[src/rtl/rand_pkg.sv]
// Shared definitions for the rand_mmio front end: register map, FSM encoding
// and register reset values.
package rand_pkg;

    localparam logic [1:0] RAND_ADDR_SEED   = 2'd0;
    localparam logic [1:0] RAND_ADDR_MIN    = 2'd1;
    localparam logic [1:0] RAND_ADDR_MAX    = 2'd2;
    localparam logic [1:0] RAND_ADDR_RESULT = 2'd3;

    localparam logic [7:0] RAND_MIN_RST = 8'd0;
    localparam logic [7:0] RAND_MAX_RST = 8'd255;

    typedef enum logic [1:0] {
        StIdle = 2'd0,
        StCalc = 2'd1,
        StDone = 2'd2
    } rand_state_e;

endpackage

[src/rtl/rand_mod8.sv]
// Sequential 8-bit restoring remainder: one quotient bit per cycle, MSB first.
// The 9-bit divisor allows 256, which leaves the dividend unchanged.
module rand_mod8 (
    input  logic       clk,
    input  logic       rst,
    input  logic       start,
    input  logic [7:0] dividend,
    input  logic [8:0] divisor,
    output logic [7:0] rem,
    output logic       done
);

    logic       active_q;
    logic [2:0] cnt_q;
    logic [7:0] dvd_q;
    logic [7:0] rem_q;
    logic [8:0] dsr_q;
    logic [8:0] trial;
    logic [8:0] diff;

    // Partial remainder stays below the divisor, so trial - divisor fits in 8 bits.
    assign trial = {rem_q, dvd_q[7]};
    assign diff  = trial - dsr_q;

    always_ff @(posedge clk or posedge rst) begin
        if (rst) begin
            active_q <= 1'b0;
            cnt_q    <= 3'd0;
            dvd_q    <= 8'd0;
            rem_q    <= 8'd0;
            dsr_q    <= 9'd0;
        end else if (start) begin
            active_q <= 1'b1;
            cnt_q    <= 3'd0;
            dvd_q    <= dividend;
            rem_q    <= 8'd0;
            dsr_q    <= divisor;
        end else if (active_q) begin
            rem_q <= (trial >= dsr_q) ? diff[7:0] : trial[7:0];
            dvd_q <= {dvd_q[6:0], 1'b0};
            cnt_q <= cnt_q + 3'd1;
            if (cnt_q == 3'd7) begin
                active_q <= 1'b0;
            end
        end
    end

    assign rem  = rem_q;
    assign done = active_q && (cnt_q == 3'd7);

endmodule

[src/rtl/rand_mmio.sv]
// CPU-facing register front end for the random LFSR: SEED/MIN/MAX registers,
// seed-load pulse, and a multi-cycle range reduction of the raw byte on RESULT reads.
module rand_mmio
    import rand_pkg::*;
#(
    parameter int unsigned WIDTH = 8
) (
    input  logic             clk,
    input  logic             rst,
    input  logic [1:0]       addr,
    input  logic             w_enable,
    input  logic             r_enable,
    input  logic [WIDTH-1:0] w_data,
    output logic [WIDTH-1:0] r_data,
    output logic             ready,
    output logic             busy,
    output logic             rnd_w_enable,
    output logic [WIDTH-1:0] rnd_seed,
    input  logic [WIDTH-1:0] rnd_raw
);

    rand_state_e      state_q, state_d;
    logic [WIDTH-1:0] seed_q, min_q, max_q;
    logic [WIDTH-1:0] min_snap_q;
    logic [WIDTH-1:0] reg_data_q;
    logic             reg_ready_q;
    logic             rnd_w_enable_q;
    logic             rd_accept;
    logic             start_calc;
    logic [WIDTH-1:0] span;
    logic [WIDTH:0]   divisor;
    logic [WIDTH-1:0] rem;
    logic             mod_done;

    // A read is only taken when idle with no register read still presenting,
    // and a simultaneous write always wins.
    assign rd_accept  = r_enable && !w_enable && (state_q == StIdle) && !reg_ready_q;
    assign start_calc = rd_accept && (addr == RAND_ADDR_RESULT);

    // Span 0 stands for 256 after the 8-bit wrap.
    assign span    = max_q - min_q + 8'd1;
    assign divisor = (span == '0) ? {1'b1, {WIDTH{1'b0}}} : {1'b0, span};

    rand_mod8 u_mod8 (
        .clk      (clk),
        .rst      (rst),
        .start    (start_calc),
        .dividend (rnd_raw),
        .divisor  (divisor),
        .rem      (rem),
        .done     (mod_done)
    );

    always_comb begin
        state_d = state_q;
        unique case (state_q)
            StIdle: if (start_calc) state_d = StCalc;
            StCalc: if (mod_done) state_d = StDone;
            StDone: state_d = StIdle;
            default: state_d = StIdle;
        endcase
    end

    always_ff @(posedge clk or posedge rst) begin
        if (rst) begin
            state_q        <= StIdle;
            seed_q         <= '0;
            min_q          <= RAND_MIN_RST;
            max_q          <= RAND_MAX_RST;
            min_snap_q     <= '0;
            reg_data_q     <= '0;
            reg_ready_q    <= 1'b0;
            rnd_w_enable_q <= 1'b0;
        end else begin
            state_q        <= state_d;
            rnd_w_enable_q <= w_enable && (addr == RAND_ADDR_SEED);
            reg_ready_q    <= rd_accept && (addr != RAND_ADDR_RESULT);
            if (w_enable) begin
                unique case (addr)
                    RAND_ADDR_SEED:   seed_q <= w_data;
                    RAND_ADDR_MIN:    min_q  <= w_data;
                    RAND_ADDR_MAX:    max_q  <= w_data;
                    RAND_ADDR_RESULT: ;
                    default: ;
                endcase
            end
            if (rd_accept) begin
                unique case (addr)
                    RAND_ADDR_SEED:   reg_data_q <= seed_q;
                    RAND_ADDR_MIN:    reg_data_q <= min_q;
                    RAND_ADDR_MAX:    reg_data_q <= max_q;
                    RAND_ADDR_RESULT: reg_data_q <= reg_data_q;
                    default: ;
                endcase
            end
            if (start_calc) begin
                min_snap_q <= min_q;
            end
        end
    end

    assign busy         = (state_q == StCalc);
    assign ready        = (state_q == StDone) || reg_ready_q;
    assign r_data       = (state_q == StDone) ? (min_snap_q + rem) : reg_data_q;
    assign rnd_w_enable = rnd_w_enable_q;
    assign rnd_seed     = seed_q;

endmodule

[config.mk]
export PLATFORM = sky130hd
export DESIGN_NAME = rand_mmio
export DESIGN_NICKNAME = d
export VERILOG_FILES = /design/src/rtl/rand_pkg.sv /design/src/rtl/rand_mod8.sv /design/src/rtl/rand_mmio.sv
export SDC_FILE = /design/constraint.sdc
export NUM_CORES = 1
export LEC_CHECK = 0
export BUFFER_PORTS_ARGS = -buffer_cell sky130_fd_sc_hd__buf_2
export CAP_MARGIN = 20
export CORE_UTILIZATION = 40
export CTS_CLUSTER_DIAMETER = 100
export DETAILED_ROUTE_END_ITERATION = 6
export PLACE_DENSITY_LB_ADDON = 0.2
export SLEW_MARGIN = 15
export SYNTH_ARGS = -nofsm -noshare
export SYNTH_HDL_FRONTEND = slang
export SYNTH_SLANG_ARGS = --single-unit
[constraint.sdc]
create_clock -name clk -period 4.77 [get_ports clk]
set_input_delay 0.2385 -clock clk [delete_from_list [all_inputs] [get_ports clk]]
set_output_delay 0.2385 -clock clk [all_outputs]
set_load 0.03 [all_outputs]
Yosys cells after proc, flatten, opt, wreduce, memory -nomap -nowiden
Index checks and enable logic that the tools add are counted.
Word-level totals
  bits in registers: 73
  input port bits: 22
  logic and storage cells: 64
Cells by class
  equality and inequality tests: 9
  magnitude comparators: 1
  $add $sub $neg: 5
  reductions and logical operators: 19
  bitwise operators: 1
  mux-type cells: 16
Operators with widths (number)
  $mux 8: 6
  $pmux 8 s3: 1
  $sub 8x8->8: 2
  $reduce_and 2->1: 5
  $ge 9x9->1: 1
  $mux 9: 1
  $add 8x1->8 const B: 1
  $add 8x8->8: 1
  $logic_not 8->1: 1
  $logic_and 1x1->1: 7
  $eq 2x2->1 const B: 3
  $mux 3: 2
  $eq 2x1->1 const B: 2
  $logic_not 2->1: 2
  $mux 2: 2
  $ne 2x2->1 const B: 2
  $pmux 2 s2: 1
  $add 3x1->3 const B: 1
  $eq 3x3->1 const B: 1
  $mux 1: 3
  $logic_not 1->1: 2
  $ne 2x1->1 const B: 1
  $reduce_bool 2->1: 1
  $logic_or 1x1->1: 1
  $not 1->1: 1

Depth between registers and ports, before layout
Gate-level depths: netlist (run 1).
  depth after elaboration: 7
  gate-level depth with buffers: 11
  mapped depth without buffers: 11

By module
Synthesis (run 1) repeated with hierarchy kept, for this count alone.
Unflattened totals
  cell total of the unflattened synthesis: 435
  area total of the unflattened synthesis: 4409.2 µm²
Modules (own cells, without submodules)
  rand_mmio: sequential area each 1111.1 µm², cells each 242, area an instance 2573.7 µm², instances 1
  rand_mod8: sequential area each 725.7 µm², cells each 193, area an instance 1835.5 µm², instances 1

Worst setup path after synthesis (run 1)
No wires, ideal clock.
  kind: register to output
  from: register u_mod8.rem_q[0], in the netlist u_mod8.rem[0]
  to: output port r_data[6]
  stages on the path, launching flop included: 10
  slack: 2.206 ns
  path buffers: 0
  data required time: 4.532 ns
  data arrival time: 2.326 ns
  cell sequence: dfrtp_1 > ha_1 > inv_1 > fa_1 > nor2b_1 > o21ai_0 > a21boi_0 > o21a_1 > nor3_1 > o31ai_1
On the way
  longest elaborated chain between the ends: 2
RTL lines
  from (decl): line rand_mod8.sv:16  | logic [7:0] rem_q;
  from (signal assigned): line rand_mod8.sv:39  | rem_q <= (trial >= dsr_q) ? diff[7:0] : trial[7:0];
  $add 8x8->8: line rand_mmio.sv:104  | assign r_data = (state_q == StDone) ? (min_snap_q + rem) : reg_data_q;
  $mux 8: line rand_mmio.sv:104
  to (decl): line rand_mmio.sv:14  | output logic [WIDTH-1:0] r_data,
No other way between the ends.

Final worst setup path (run 1)
Ends and elaborated chain as after synthesis.

==> flow_metrics.tcl, run 1 <==
set metrics [dict create \
    grt-ovfl-total 0 \
    postCtsSetupBuffers 0 \
    finalSetupViolCount 0 \
    cts_buffer_depth 2 \
    met2_wirelength_microns 3890 \
    drt_iter0_markers 105 \
    relSlewSlack 0.319 \
    status "complete, no violations" \
    h-tree-depth 3 \
    io_buffers 40 \
    ios 41 \
    crit_family "compound AO/OA/AOI/OAI gates" \
    grt_usage 0.166 \
    grt_pass1_wl_microns 14200 \
    synth-main-ff-cell "dfrtp_1" \
    cts-root-buf "clkbuf_8" \
    max_freq_mhz 355 \
    finalCritPeriodShare 0.591 \
    die_x_microns 105 \
    final_nets 510 \
    netlist_area_sq_mm 0.00422 \
    cp_data_arrival_time_ps 2580 \
    hold_violations 0 \
    first_global_vias 2924 \
    crit_slowest_cell "dfrtp_1" \
    antenna_found_initial 0 \
    routabilityCongestion 0.812 \
    syn_to_final_growth_pct 12.6 \
    min_path_type "input port to async pin" \
    worst_pin_slew_ps 1020 \
    crit_path_start "u_mod8.rem[0]" \
    start_kind "register" \
    max_stage_delay_ps 410 \
    crit_buf_inv 2 \
    power.total_mw 3.23 \
    leakage_nw 2.22 \
    syn_avg_cell_area_sq_um 10.2 \
    initial_core_util 0.410 \
    cts_resized 0 \
    ys_seq_area_frac 0.435 \
    p_per_area_mw_per_mm2 680 \
    rsz0062_at_grt "no" \
    wl_met1_microns 4120 \
    ctsHoldBuffers 0 \
    synth_top_area_frac 0.386 \
    viasPerCell 5.06 \
    coreArea_sq_mm 0.0103 \
    r2r-start "max_q[1]" \
    insertion_delay_ps 350 \
    synth-edff-count 0 \
    yosysTopAreaCell "dfrtp_1" \
    post-route-min-period_ps 2820 \
    ys_top_cells_by_count "dfrtp_1, nand2_1, o21ai_0" \
    die_area_sq_mm 0.0110 \
    diodes 0 \
    rows 37 \
    grt_max_degree 50 \
    synth_seq_cells 73 \
    worstSetupPathType "register to primary output" \
    synthArstFlopShare 1.00 \
    vdd_drop_max_v 0.000223 \
    routed.top_layer "met4" \
    drc_errors 0 \
    drive_gt1_frac 0.242 \
    cts_tree "done" \
    synth_warnings 0 \
    cts.sinks 73 \
    yosysMostFrequentCell "dfrtp_1" \
    maxCapViolations 0 \
    syn_nets 474 \
    synth_cells 414 \
    routed_wl_microns 8380 \
    cp_cell_sequence "ha_1 -> inv_1 -> fa_1 -> nor2b_1 -> o21ai_0 -> a21boi_0 -> o21a_1 -> nor3_1 -> o31ai_1 -> buf_2" \
    die_h_microns 105 \
    crit_required_ps 4530 \
    clk_pin_slew_worst_paths_ps 80 \
    cts_inserted_buffers 9 \
    dp.final_hpwl_microns 6270 \
    synthTopCellsByArea "dfrtp_1, ha_1, mux2_2, dfstp_2, o21ai_0" \
    fin_setup_tns_ps 0 \
    maxSlewViolCount 0 \
    endpoint_kind "primary output" \
    vias 2990 \
    wl_met3_microns 199 \
    dr.pass1.iters 4 \
    worst-path-max-fanout 4 \
    ant_nets 0 \
    yosysUniqueCellTypes 48 \
    post_drt_wl_per_cell_microns 14.2 \
    fin_skew_ps 14.1 \
]
==> through the flow <==
step / cell area [sq um] / utilization / hold WS (ps) / worst slack, ps / instances
6_report: 4750 / 0.462 / 14.8 / 1950 / 591
5_1_grt: 4750 / 0.462 / 90.0 / 1800 / 591
4_1_cts: 4750 / 0.462 / 62.9 / 1910 / 591
3_5_place_dp: 4520 / 0.440 / 440 / 2300 / 575
3_3_place_gp: 4520 / 0.440 / 439 / 2320 / 575
2_1_floorplan: 4220 / - / 344 / 2210 / 414
==> per-layer routing <==
metal,GRT usage,vias up
met1,0.224,1418
met5,0,-
met4,0.0755,0
met2,0.261,38
li1,-,1523
met3,0.0281,11
==> flip-flops by register name, summed over array words and instances (netlist names) <==
name             count
reg_ready_q          1
u_mod8.rem           8
u_mod8.cnt_q         3
reg_data_q           8
u_mod8.active_q      1
rnd_seed             8
max_q                8
min_q                8
min_snap_q           8
rnd_w_enable         1
u_mod8.dsr_q         9
u_mod8.dvd_q         8
state_q              2
==> layout by cell type (no fill, tap or decap), types with 2 or more instances in the layout <==
master | netlist | final
buf_2 | 6 | 40
or2_1 | 2 | 2
nor2b_1 | 5 | 5
nand2_1 | 46 | 46
inv_1 | 31 | 30
fa_1 | 3 | 3
nor2_1 | 23 | 23
o31ai_1 | 2 | 2
o21ai_0 | 39 | 39
a21oi_2 | 3 | 3
mux2_2 | 33 | 33
a22oi_1 | 8 | 8
clkbuf_8 | 0 | 13
a21oi_1 | 21 | 21
o21a_1 | 4 | 4
buf_4 | 0 | 2
o21bai_1 | 2 | 2
nand4_1 | 2 | 2
mux2i_1 | 13 | 13
dfrtp_1 | 65 | 65
nand3_1 | 4 | 4
xor2_1 | 6 | 6
nand2b_1 | 4 | 4
dfstp_2 | 8 | 8
xnor2_1 | 11 | 11
ha_1 | 35 | 35
nor3_1 | 7 | 7
==> path summary, 6_finish.rpt <==
check / slack [ps] / to / depth (start not counted)
setup / recovery: 1950 / r_data[6] / 10
hold / removal: 10 / rnd_seed[7] / 2
setup reg to reg: 2320 / u_mod8.dsr_q[8] / 11
hold reg to reg: 480 / u_mod8.dsr_q[6] / 2
max in group asynchronous: 3840 / max_q[3] / 3
min in group clk: 70 / u_mod8.dvd_q[0] / 3
==> cells by family after synthesis <==
group                    Yosys count  synth area share
AND/OR/NAND/NOR                   99             0.106
flip-flops                        73             0.435
XOR/XNOR                          17            0.0353
multiplexers                      47             0.123
adder cells (fa/ha/maj)           38             0.118
AO/OA/AOI/OAI                     92             0.137
buffers and inverters             48            0.0463
==> power breakdown <==
part	total, mW	switching [mW]	internal [mW]
clock	0.537	0.237	0.300
combinational	1.65	0.898	0.755
sequential	1.04	0.191	0.847
==> final cells by class <==
type,instances,area [sq um]
fillers,1028,5530
flip-flops and latches,73,1840
inverters,31,118
repair buffers,42,215
well taps,136,170
clock buffers,13,179
clock inverters,3,46.3
multi-input cells,293,2190
Note: power is estimated with default switching activity, not from simulation.
==> inputs of run 2 (changes only) <==
--- a/config.mk
+++ b/config.mk
@@ -5,6 +5,7 @@
 export SDC_FILE = /design/constraint.sdc
 export NUM_CORES = 1
 export LEC_CHECK = 0
+export ABC_AREA = 1
 export BUFFER_PORTS_ARGS = -buffer_cell sky130_fd_sc_hd__buf_2
 export CAP_MARGIN = 20
 export CORE_UTILIZATION = 40
==> constraint.sdc (replaced) <==
create_clock -name clk -period 2.6 [get_ports clk]
set_input_delay 0.13 -clock clk [delete_from_list [all_inputs] [get_ports clk]]
set_output_delay 0.13 -clock clk [all_outputs]
set_load 0.03 [all_outputs]
==> run 2 against run 1 <==
  * Global-route usage increased by 3.3 points
  * Hold slack improved by 0.83 ps
  * Cell count grew 28%
  * Critical path type unchanged
==> flow_metrics.tcl, run 2 <==
set metrics [dict create \
    vdd_drop_max_v 0.000405 \
    crit_slowest_cell "dfrtp_1" \
    mostFrequentLayoutCell "nand2_1" \
    cts_buffer_depth 2 \
    syn_nets 626 \
    final_nets 671 \
    post-route-min-period_ps 2260 \
    synth-main-ff-cell "dfrtp_1" \
    r2r_cells 11 \
    min_from "rnd_raw[5]" \
    die_h_microns 107 \
    synth_cells 566 \
    coreArea_sq_mm 0.0108 \
    place_area_sq_mm 0.00475 \
    cts_resized 0 \
    crit_family "adder cells" \
    finalSetupViolCount 0 \
    crit_required_ps 2470 \
    yosysTopAreaCell "dfrtp_1" \
    grt-ovfl-total 0 \
    synth_warnings 0 \
    rsz0062_at_grt "no" \
    hold_depth 3 \
    maxCapViolations 0 \
    post_drt_wl_per_cell_microns 13.6 \
    synthArstFlopShare 1.00 \
    yosysMostFrequentCell "nand2_1" \
    fill_cells 1058 \
    r2r-start "max_q[1]" \
    syn_to_final_growth_pct 13.2 \
    grt_pass1_wl_microns 17500 \
    drc_errors 0 \
    holdPathEnd "u_mod8.dvd_q[5]" \
    drt_iter0_markers 203 \
    routabilityCongestion 0.872 \
    io_buffers 40 \
    largest-register "u_mod8.dsr_q" \
    ant_nets 0 \
    initial_core_util 0.410 \
    syn_avg_cell_area_sq_um 7.82 \
    dr.pass1.iters 4 \
    insertion_delay_ps 350 \
    ios 41 \
    diodes 0 \
    worst_pin_slew_ps 608 \
    grt_max_degree 51 \
    stdcell_area_sq_mm 0.00501 \
    finalCritPeriodShare 0.870 \
    die_area_sq_mm 0.0115 \
    worst-path-max-fanout 4 \
    worstSetupPathType "register to primary output" \
    clk_pin_slew_worst_paths_ps 70 \
    drive_gt1_frac 0.122 \
    viasPerCell 4.92 \
    fin_skew_ps 8.99 \
    grt_usage 0.199 \
    maxSlewViolCount 0 \
    min_path_type "input port to register" \
    cp_cell_sequence "ha_1 -> inv_1 -> fa_1 -> inv_1 -> a31oi_1 -> xor2_1 -> o21ai_0 -> buf_2" \
    relSlewSlack 0.593 \
    cts_inserted_buffers 9 \
    max_freq_mhz 442 \
    ys_seq_area_frac 0.415 \
    start_kind "register" \
    cp_data_arrival_time_ps 2130 \
    hold_violations 0 \
    die_x_microns 107 \
    endpoint_kind "primary output" \
    routed_wl_microns 10300 \
    postCtsSetupBuffers 0 \
    synth_top_area_frac 0.367 \
    largest_register_ffs 9 \
    antenna_found_initial 0 \
    crit_buf_inv 3 \
    r2r_setup_slack_ps 420 \
    rows 38 \
    r2r-end "u_mod8.dsr_q[8]" \
    dp.final_hpwl_microns 7740 \
    layout_common_cells "nand2_1, inv_1, dfrtp_1" \
    vias 3723 \
    fin_util 0.465 \
    synth-edff-count 0 \
    h-tree-depth 3 \
    synthTopCellsByArea "dfrtp_1, nand2_1, ha_1, inv_1, o21ai_0" \
    cts.sinks 73 \
    yosysUniqueCellTypes 38 \
    status "complete, no violations" \
    cts-root-buf "clkbuf_8" \
    netlist_area_sq_mm 0.00443 \
    critPathMostFrequentCell "inv_1" \
    synth_seq_cells 73 \
    fin_setup_tns_ps 0 \
    first_global_vias 3623 \
    leakage_nw 2.66 \
    p_per_area_mw_per_mm2 1170 \
    max_stage_delay_ps 430 \
    cts_tree "done" \
    ys_top_cells_by_count "nand2_1, inv_1, dfrtp_1" \
]
[run 2: changes by cell type after synthesis, sizes merged, moves of 6 or more]
cell	before	now
nand3	4	44
mux2	34	0
nor2	23	15
nand4	2	8
xnor2	11	4
inv	31	87
a21oi	24	12
mux2i	13	0
nor3	8	0
a22oi	8	0
o21ai	39	58
o211ai	0	9
nand2	46	181
[run 2: metrics by stage]
stage               power, mW  instances  setup WS, ps  hold slack [ps]
floorplan                4.24        566           534              251
global placement         4.89        735           447              203
detailed placement       4.98        735           435              212
CTS                      5.94        756           294             5.42
global route             6.51        756           153             9.88
finish                   5.89        756           339             15.6
[run 2: layer usage]
layer  vias to the layer above  share of wire  track usage
met4                         0          0.019       0.0705
met5                         -              0            0
met3                        17          0.034       0.0316
met1                      1736           0.47        0.276
li1                       1913              -            -
met2                        57           0.47        0.313
[run 2: worst max-delay path by stage]
stage | startpoint | endpoint | slack, ps | cells after the start
final | u_mod8.rem[0] | r_data[4] | 340 | 8
after global routing | u_mod8.rem[0] | r_data[6] | 150 | 10
after CTS | u_mod8.rem[0] | r_data[4] | 290 | 8
after detailed placement | max_q[1] | u_mod8.dsr_q[8] | 430 | 11
after global placement | max_q[1] | u_mod8.dsr_q[8] | 450 | 11
after floorplan | u_mod8.rem[0] | r_data[4] | 530 | 7
[run 2: where the power goes]
part / internal [mW] / total [mW] / switching, mW
clock network: 0.520 / 0.946 / 0.426
logic: 1.14 / 3.11 / 1.97
registers: 1.54 / 1.83 / 0.285
total: 3.21 / 5.89 / 2.68
[run 2: area by class of cell]
cell class | instances | area [sq um] | area share
clock buffers | 12 | 165 | 0.0329
clock inverters | 4 | 50.0 | 0.00998
multi-input cells | 392 | 2180 | 0.435
inverters | 89 | 335 | 0.0669
well taps | 140 | 175 | 0.0349
repair buffers | 46 | 270 | 0.0539
flip-flops and latches | 73 | 1840 | 0.366
[run 2: repair_timing]
| action | 4_1_cts | 5_1_grt |
|---|---|---|
| endpoints found under the setup margin | 0 | 0 |
| endpoints found under the hold margin | 20 | 0 |
| hold buffers | 5 | 0 |
[run 2: worst register-to-register path: cells and delay by family, from the launching register on]
kind | cells | cell delay (ps)
buffers and inverters | 2 | 80
xor gates and xnor gates | 1 | 190
and+or+nand+nor | 5 | 400
adders and majority gates | 3 | 920
DFF | 1 | 540
[run 2: cells by family (layout without fill, tap and decap cells)]
group | Yosys count | after routing | synth area share
buf+inv | 101 | 151 | 0.0927
flops | 73 | 73 | 0.415
compound gates | 91 | 91 | 0.115
xor+xnor | 9 | 9 | 0.0178
fa+ha+maj | 38 | 38 | 0.112
simple gates | 254 | 254 | 0.247
==> inputs of run 3 (changes only) <==
--- a/config.mk
+++ b/config.mk
@@ -8,6 +8,7 @@
 export ABC_AREA = 1
 export BUFFER_PORTS_ARGS = -buffer_cell sky130_fd_sc_hd__buf_2
 export CAP_MARGIN = 20
+export CORE_MARGIN = 1.5
 export CORE_UTILIZATION = 40
 export CTS_CLUSTER_DIAMETER = 100
 export DETAILED_ROUTE_END_ITERATION = 6
==> constraint.sdc (replaced) <==
create_clock -name clk -period 2.6 [get_ports clk]
set_input_delay 0.26 -clock clk [delete_from_list [all_inputs] [get_ports clk]]
set_output_delay 0.26 -clock clk [all_outputs]
set_load 0.03 [all_outputs]
==> run 3 against run 2 <==
  * Global-route usage shrank 0.71 points
  * Cell count shrank 0.40%
  * Non-clock buffer count is 3 lower
  * Sequential power about the same
  * Register-to-register slack hardly changed
  * Critical path depth is the same
  * Sequential cell count unchanged
  * Clock skew down 2.2 ps
==> flow_metrics.tcl, run 3 (same netlist as run 2, synthesis figures left out) <==
set metrics [dict create \
    leakage_nw 2.64 \
    comb_power_share 0.536 \
    maxSlewViolCount 0 \
    drc_errors 0 \
    place_inst 736 \
    stdcell_area_sq_mm 0.00497 \
    crit_required_ps 2340 \
    coreArea_sq_mm 0.0108 \
    die_area_sq_mm 0.0117 \
    fin_util 0.461 \
    r2r-start "max_q[1]" \
    drt_iter0_markers 283 \
    cp_data_arrival_time_ps 2120 \
    min_path_type "input port to register" \
    worst_pin_slew_ps 596 \
    finalSetupViolCount 0 \
    clk_pin_slew_worst_paths_ps 70 \
    hold_violations 0 \
    grt-ovfl-total 0 \
    fin_skew_ps 6.82 \
    io_buffers 40 \
    pwr-share-seq 0.309 \
    fin_setup_tns_ps 0 \
    endpoint_kind "primary output" \
    antenna_found_initial 0 \
    vdd_drop_max_v 0.000424 \
    crit_buf_inv 3 \
    max_freq_mhz 420 \
    dr.pass1.iters 4 \
    p_sw_frac 0.463 \
    worst-path-max-fanout 4 \
    fill_cells 1072 \
    cts_resized 0 \
    power.total_mw 5.88 \
    holdWs_ps 131 \
    post_drt_wl_per_cell_microns 13.4 \
    vias 3713 \
    final_nets 668 \
    relSlewSlack 0.602 \
    cts_buffer_depth 2 \
    maxCapViolations 0 \
    rows 38 \
    multi_input_area_sq_mm 0.00218 \
    syn_to_final_growth_pct 12.3 \
    largest-register "u_mod8.dsr_q" \
    cts.sinks 73 \
    fin_cells 753 \
    start_kind "register" \
    max_stage_delay_ps 410 \
    post-route-min-period_ps 2380 \
    layout_common_cells "nand2_1, inv_1, dfrtp_1" \
    grt_usage 0.192 \
    viasPerCell 4.93 \
    initial_core_util 0.410 \
    ios 41 \
    rsz0062_at_grt "no" \
    cp_cell_sequence "ha_1 -> inv_1 -> fa_1 -> inv_1 -> a31oi_1 -> xor2_1 -> o21ai_0 -> buf_2" \
    status "complete, no violations" \
    postCtsSetupBuffers 0 \
    hold_depth 3 \
    cts-root-buf "clkbuf_8" \
    crit_family "adder cells" \
    r2r_setup_slack_ps 410 \
    ant_nets 0 \
    die_x_microns 108 \
    p_sw_mw 2.72 \
    drive_gt1_frac 0.124 \
    routed_wl_microns 10100 \
    first_global_vias 3585 \
    r2r-end "u_mod8.dsr_q[8]" \
    r2r_cells 11 \
    finalCritPeriodShare 0.916 \
    dp.final_hpwl_microns 7810 \
    p_int_mw 3.16 \
    routabilityCongestion 0.854 \
    largest_register_ffs 9 \
    register_area_sq_mm 0.00184 \
    cts_inserted_buffers 9 \
    die_h_microns 108 \
    holdPathEnd "u_mod8.dvd_q[1]" \
    pre_cts_ws_ps 432 \
    mostFrequentLayoutCell "nand2_1" \
    worst_slack_ps 219 \
    critPathMostFrequentCell "inv_1" \
    diodes 0 \
    p_per_area_mw_per_mm2 1180 \
    h-tree-depth 3 \
    min_from "rnd_raw[1]" \
    grt_max_degree 49 \
    crit_slowest_cell "dfrtp_1" \
    grt_pass1_wl_microns 17300 \
    cts_tree "done" \
    power.share.clock 0.155 \
    worstSetupPathType "register to primary output" \
    insertion_delay_ps 350 \
    place_area_sq_mm 0.00476 \
]
-- run 3: power by group through the flow --
stage               sequential (mW)  combinational [mW]  clock (mW)
global placement               1.83                3.09           0
floorplan                      1.80                2.44           0
detailed placement             1.84                3.15           0
finish                         1.82                3.15       0.912
global route                   1.88                3.63       0.990
CTS                            1.82                3.16       0.947
-- run 3: how the worst max path moves through the flow --
stage                                 end          start  depth (start not counted)  slack [ps]
after detailed placement  u_mod8.dsr_q[8]       max_q[1]                         11         430
final                           r_data[4]  u_mod8.rem[0]                          8         220
after global routing            r_data[6]  u_mod8.rem[0]                          9          50
after global placement    u_mod8.dsr_q[8]       max_q[1]                         11         440
after floorplan                 r_data[4]  u_mod8.rem[0]                          7         400
after CTS                       r_data[4]  u_mod8.rem[0]                          8         180
-- run 3: layout make-up --
class                      instances  area share
clock buffer                      10      0.0277
clock inverter                     6      0.0136
inverter                          89      0.0675
multi-input combinational        392       0.439
sequential                        73       0.369
tap                              140      0.0352
timing repair buffer              43      0.0478
-- run 3: timing repair --
action	in CTS	in global routing
endpoints found under the hold margin	18	0
endpoints found under the setup margin	0	0
hold buffers	1	0
-- run 3: tightest hold or removal path: cells and delay by family --
| kind | cells | cell delay, ps |
|---|---|---|
| buf+inv | 1 | 80 |
| compound gates | 1 | 60 |
| simple gates | 1 | 40 |
-- run 3: metal layers --
layer,share of wire,track usage,vias up
met5,0,0,-
met1,0.49,0.261,1757
li1,-,-,1908
met4,0.0096,0.0536,0
met3,0.020,0.0368,9
met2,0.48,0.312,39
